**src/rtl/hwpe_ctrl_reqrsp_arbiter.sv**
```systemverilog
// Round-robin arbiter that lets several reqrsp initiators share one target
// port, with at most one outstanding transaction (request, then response).
`timescale 1ns/1ps

module hwpe_ctrl_reqrsp_arbiter #(
    parameter int unsigned NB_REQ = 2,
    parameter int unsigned AW     = 32,
    parameter int unsigned DW     = 64
) (
    input  logic                         clk_i,
    input  logic                         rst_ni,
    input  logic                         clear_i,
    // initiator-side request channel, initiator 0 in the LSBs
    input  logic [NB_REQ-1:0]            in_q_valid_i,
    output logic [NB_REQ-1:0]            in_q_ready_o,
    input  logic [NB_REQ*AW-1:0]         in_q_addr_i,
    input  logic [NB_REQ-1:0]            in_q_write_i,
    input  logic [NB_REQ*DW-1:0]         in_q_data_i,
    input  logic [NB_REQ*(DW/8)-1:0]     in_q_strb_i,
    // initiator-side response channel, data broadcast
    output logic [NB_REQ-1:0]            in_p_valid_o,
    input  logic [NB_REQ-1:0]            in_p_ready_i,
    output logic [DW-1:0]                in_p_data_o,
    // shared target port
    output logic                         out_q_valid_o,
    input  logic                         out_q_ready_i,
    output logic [AW-1:0]                out_q_addr_o,
    output logic                         out_q_write_o,
    output logic [DW-1:0]                out_q_data_o,
    output logic [DW/8-1:0]              out_q_strb_o,
    input  logic                         out_p_valid_i,
    output logic                         out_p_ready_o,
    input  logic [DW-1:0]                out_p_data_i,
    // status
    output logic [NB_REQ-1:0]            grant_o,
    output logic                         busy_o
);

    localparam int unsigned SW    = DW / 8;
    localparam int unsigned IDXW  = (NB_REQ > 1) ? $clog2(NB_REQ) : 1;
    localparam int unsigned IDXW1 = IDXW + 1;

    typedef enum logic [1:0] {
        ST_IDLE = 2'd0,
        ST_REQ  = 2'd1,
        ST_RSP  = 2'd2
    } state_e;

    state_e              r_state;
    logic [IDXW-1:0]     r_gnt_idx;
    logic [IDXW-1:0]     r_rr_ptr;
    logic [NB_REQ-1:0]   r_grant;
    logic                r_busy;

    logic [IDXW-1:0]     w_arb_idx;
    logic                w_arb_found;
    logic [IDXW:0]       w_sum;
    logic                w_gnt_q_valid;
    logic                w_q_hs;
    logic                w_p_hs;
    logic [IDXW-1:0]     w_ptr_next;

    // Pick the first valid initiator at or above the round-robin pointer, wrapping.
    always_comb begin
        w_arb_found = 1'b0;
        w_arb_idx   = '0;
        w_sum       = '0;
        for (int unsigned i = 0; i < NB_REQ; i++) begin
            w_sum = {1'b0, r_rr_ptr} + IDXW1'(i);
            if (w_sum >= IDXW1'(NB_REQ)) begin
                w_sum = w_sum - IDXW1'(NB_REQ);
            end
            if (!w_arb_found && in_q_valid_i[IDXW'(w_sum)]) begin
                w_arb_found = 1'b1;
                w_arb_idx   = IDXW'(w_sum);
            end
        end
    end

    // Route the granted initiator to the target port; everything else idles at 0.
    always_comb begin
        out_q_valid_o = 1'b0;
        out_q_addr_o  = '0;
        out_q_write_o = 1'b0;
        out_q_data_o  = '0;
        out_q_strb_o  = '0;
        in_q_ready_o  = '0;
        in_p_valid_o  = '0;
        out_p_ready_o = 1'b0;
        w_gnt_q_valid = 1'b0;
        for (int unsigned i = 0; i < NB_REQ; i++) begin
            if (r_gnt_idx == IDXW'(i)) begin
                if (r_state == ST_REQ) begin
                    w_gnt_q_valid   = in_q_valid_i[i];
                    out_q_valid_o   = in_q_valid_i[i];
                    out_q_addr_o    = in_q_addr_i[i*AW +: AW];
                    out_q_write_o   = in_q_write_i[i];
                    out_q_data_o    = in_q_data_i[i*DW +: DW];
                    out_q_strb_o    = in_q_strb_i[i*SW +: SW];
                    in_q_ready_o[i] = out_q_ready_i;
                end
                if (r_state == ST_RSP) begin
                    in_p_valid_o[i] = out_p_valid_i;
                    out_p_ready_o   = in_p_ready_i[i];
                end
            end
        end
    end

    assign in_p_data_o = out_p_data_i;
    assign w_q_hs      = out_q_valid_o & out_q_ready_i;
    assign w_p_hs      = out_p_valid_i & out_p_ready_o;
    assign w_ptr_next  = (r_gnt_idx == IDXW'(NB_REQ - 1)) ? '0 : r_gnt_idx + IDXW'(1);
    assign grant_o     = r_grant;
    assign busy_o      = r_busy;

    // Transaction FSM: arbitrate, forward request, wait for response.
    always_ff @(posedge clk_i or negedge rst_ni) begin
        if (!rst_ni) begin
            r_state   <= ST_IDLE;
            r_gnt_idx <= '0;
            r_rr_ptr  <= '0;
            r_grant   <= '0;
            r_busy    <= 1'b0;
        end else if (clear_i) begin
            r_state   <= ST_IDLE;
            r_gnt_idx <= '0;
            r_rr_ptr  <= '0;
            r_grant   <= '0;
            r_busy    <= 1'b0;
        end else begin
            unique case (r_state)
                ST_IDLE: begin
                    if (w_arb_found) begin
                        r_state   <= ST_REQ;
                        r_gnt_idx <= w_arb_idx;
                        r_grant   <= NB_REQ'(1) << w_arb_idx;
                        r_busy    <= 1'b1;
                    end
                end
                ST_REQ: begin
                    if (w_q_hs) begin
                        r_state <= ST_RSP;
                    end else if (!w_gnt_q_valid) begin
                        // initiator withdrew: abort without moving the pointer
                        r_state <= ST_IDLE;
                        r_grant <= '0;
                        r_busy  <= 1'b0;
                    end
                end
                ST_RSP: begin
                    if (w_p_hs) begin
                        r_state  <= ST_IDLE;
                        r_rr_ptr <= w_ptr_next;
                        r_grant  <= '0;
                        r_busy   <= 1'b0;
                    end
                end
                default: begin
                    r_state <= ST_IDLE;
                    r_grant <= '0;
                    r_busy  <= 1'b0;
                end
            endcase
        end
    end

endmodule
```
**config.mk**
```make
export PLATFORM = sky130hd
export DESIGN_NAME = hwpe_ctrl_reqrsp_arbiter
export DESIGN_NICKNAME = d
export VERILOG_FILES = /design/src/rtl/hwpe_ctrl_reqrsp_arbiter.sv
export SDC_FILE = /design/constraint.sdc
export NUM_CORES = 1
export LEC_CHECK = 0
export CAP_MARGIN = 20
export CORE_AREA = 2 2 178 180
export CTS_CLUSTER_DIAMETER = 40
export CTS_CLUSTER_SIZE = 8
export DETAILED_ROUTE_END_ITERATION = 8
export DIE_AREA = 0 0 180 182
export GPL_TIMING_DRIVEN = 0
export PLACE_DENSITY = 0.41
export RECOVER_POWER = 100
export SYNTH_ARGS = -nofsm -noshare
export SYNTH_HDL_FRONTEND = slang
export SYNTH_SLANG_ARGS = --single-unit
```
**constraint.sdc**
```tcl
create_clock -name clk_i -period 4.4 [get_ports clk_i]
set_input_delay 0.88 -clock clk_i [delete_from_list [all_inputs] [get_ports clk_i]]
set_output_delay 0.88 -clock clk_i [all_outputs]
set_load 0.01 [all_outputs]
```
==> reports/results.ini <==
[clock_tree]
cts_tree=done
cts-root-buf=clkbuf_16
h-tree-depth=1
cts_buffers=3
clk_pin_slew_ps=40
clock_path_buffers=2
cts_resized=0
clock_sinks=7
insertion_delay_ps=230
postCtsSetupBuffers=0
cts_hold_buf=0

[logic_synthesis]
netlist_area_mm2=0.00245
synthMostInstantiatedCell=nor2_1
synth_nets=627
yosys-top-cells-count=nor2_1 (115), mux2i_1 (108), buf_4 (65), buf_2 (17)
synth_cell_type_count=20
avgSynthCellArea_um2=7.12
yosysTopAreaCell=mux2i_1
synth_ff_type=dfrtp_1
postSynthCellCount=344
synth_top_cell_area_share_pct=44.1
ys_ff_latch=7
ys_top_cells_by_area=mux2i_1 (44%), buf_4 (20%), nor2_1 (18%)
synth_seq_area_share_pct=7.15
async_flop_share_pct=100
yosys_warnings=0
synth-edff-count=0

[timing]
rsz0062_at_grt=no
finalCriticalPeriod_ps=3740
fin_tns_setup_ps=0
fin_ws_ps=664
fmax_mhz=268
slew_violations=0
worstMarginPinSlew_ps=936
relSlewSlack_pct=37.6
min_period_over_period_pct=84.9
setup_viol=0
fin_worst_skew_ps=1.08
final-hold-violation-count=0

[power]
ir_worst_vdd_v=0.000110
p_total_mw=1.16
powerDensity_mw_per_mm2=166
p_leak_nw=2.81

[setup_path]
startpoint_type=flip-flop
cp_max_fo=10
arrival_ps=2860
critical_path_required_ps=3520
endpoint_kind=output pin
critical_path_class=flip-flop to output pin

[cells_and_area]
synthToLayoutAreaGrowth_pct=185
layout-drive-gt1-share_pct=9.95
nFillCells=3418
nNetsFinal=1028

[floorplan]
fp.dieH_um=182
num_rows=65
core_area_mm2=0.0310
die-area_mm2=0.0328
initial_utilization_pct=7.91
num_io_pins=461
die_x_um=180

[place]
port_buffers=396
pre_cts_slack_ps=1110
gp_congestion=0.699
dp_hpwl_um=16300

[global_route]
grt_pass1_vias=3934
grt-ovfl-total=0
grt_pass1_wl_um=26300
grt_max_degree=11
antenna_found_initial=1
grtUsageTotal_pct=10.6

[detailed_routing]
drc=0
avgViaCountPerCell=3.32
wire_per_inst_um=16.3
final_antenna_net_count=0
wirelength_um=18700
num_vias=3809
first_iter_violations=79
first_pass_iters=4

[worst_hold_path]
hold_path.class=flip-flop to flip-flop

[job]
drv_cap=0

[status]
status=finished clean

## area by class of cell
| class | instances | area, um2 | share of cell area, % |
|---|---|---|---|
| repair buffers | 396 | 3960 | 56.8 |
| multi-input cells | 246 | 1660 | 23.8 |
| plain buffers | 89 | 586 | 8.39 |
| well taps | 402 | 503 | 7.21 |
| flip-flops and latches | 7 | 175 | 2.51 |
| clock buffers | 4 | 78.8 | 1.13 |
| inverters | 2 | 7.51 | 0.108 |
| diodes | 1 | 2.50 | 0.0359 |
## placed cells by master (no fill, tap or decap)
master,instances
clkbuf_1,19
nor3b_1,3
a22o_1,1
diode_2,1
inv_1,2
clkdlybuf4s50_1,230
nor2_1,115
dfrtp_1,7
clkbuf_16,3
a32o_1,2
buf_2,6
a21oi_1,2
nand3b_1,1
a32oi_1,1
nand2_1,3
or3_1,1
nor3_1,4
nand2b_1,2
buf_4,65
mux2i_1,108
dlygate4sd3_1,166
nor4b_1,1
o21a_1,1
and2_0,1
## per-layer routing
layer,track usage [%],up-vias,routed length [um]
li1,-,1882,-
met1,12.5,1670,7470
met2,20.2,253,9870
met3,2.25,4,1310
met4,0.943,0,80
met5,0,-,0
## sequential cells by signal, indices dropped and copies added (netlist names)
register,flops
r_state,2
r_gnt_idx,1
grant_o,2
busy_o,1
r_rr_ptr,1
## power by group
group,switching [mW],internal [mW],leakage [nW]
Combinational,0.402,0.521,2.68
Sequential,0.00668,0.0719,0.0930
Clock,0.0338,0.121,0.0382
Total,0.442,0.713,2.81
## per-stage QoR
stage               utilization [%]  hold slack [ps]  cells  area (um2)
floorplan                         -              500    344        2450
global placement               22.3              483   1142        6920
detailed placement             22.3              490   1142        6920
CTS                            22.6              503   1146        7000
global route                   22.5              516   1147        6980
finish                         22.5              491   1147        6980
## cell families after synthesis
family | after synthesis | share of synthesized area, %
and+or+nand+nor | 131 | 21.7
muxes | 108 | 44.1
DFF | 7 | 7.15
buffers and inverters | 91 | 24.8
AOI/OAI and AO/OA | 7 | 2.25
## path summary, 6_finish.rpt
| kind | from | to | slack [ps] | cells after the start |
|---|---|---|---|---|
| setup / recovery | r_gnt_idx$_DFFE_PN0P_ | out_q_addr_o[18] | 660 | 7 |
| hold / removal | grant_o[1]$_DFFE_PN0P_ | grant_o[1]$_DFFE_PN0P_ | 490 | 1 |
| setup reg to reg | r_gnt_idx$_DFFE_PN0P_ | r_rr_ptr$_DFFE_PN0P_ | 2430 | 6 |
| hold reg to reg | grant_o[1]$_DFFE_PN0P_ | grant_o[1]$_DFFE_PN0P_ | 490 | 1 |
| max in group asynchronous | rst_ni | r_state[1]$_DFFE_PN0P_ | 3130 | 1 |
| min in group asynchronous | rst_ni | grant_o[0]$_DFFE_PN0P_ | 1000 | 1 |
## worst max-delay path: stages, from the launching register on
cell,delay (ps)
dfrtp_1,310
buf_2,130
buf_2,340
clkbuf_1,620
buf_4,340
mux2i_1,210
nor2_1,50
dlygate4sd3_1,620
Power figures use the tool's default switching activity.
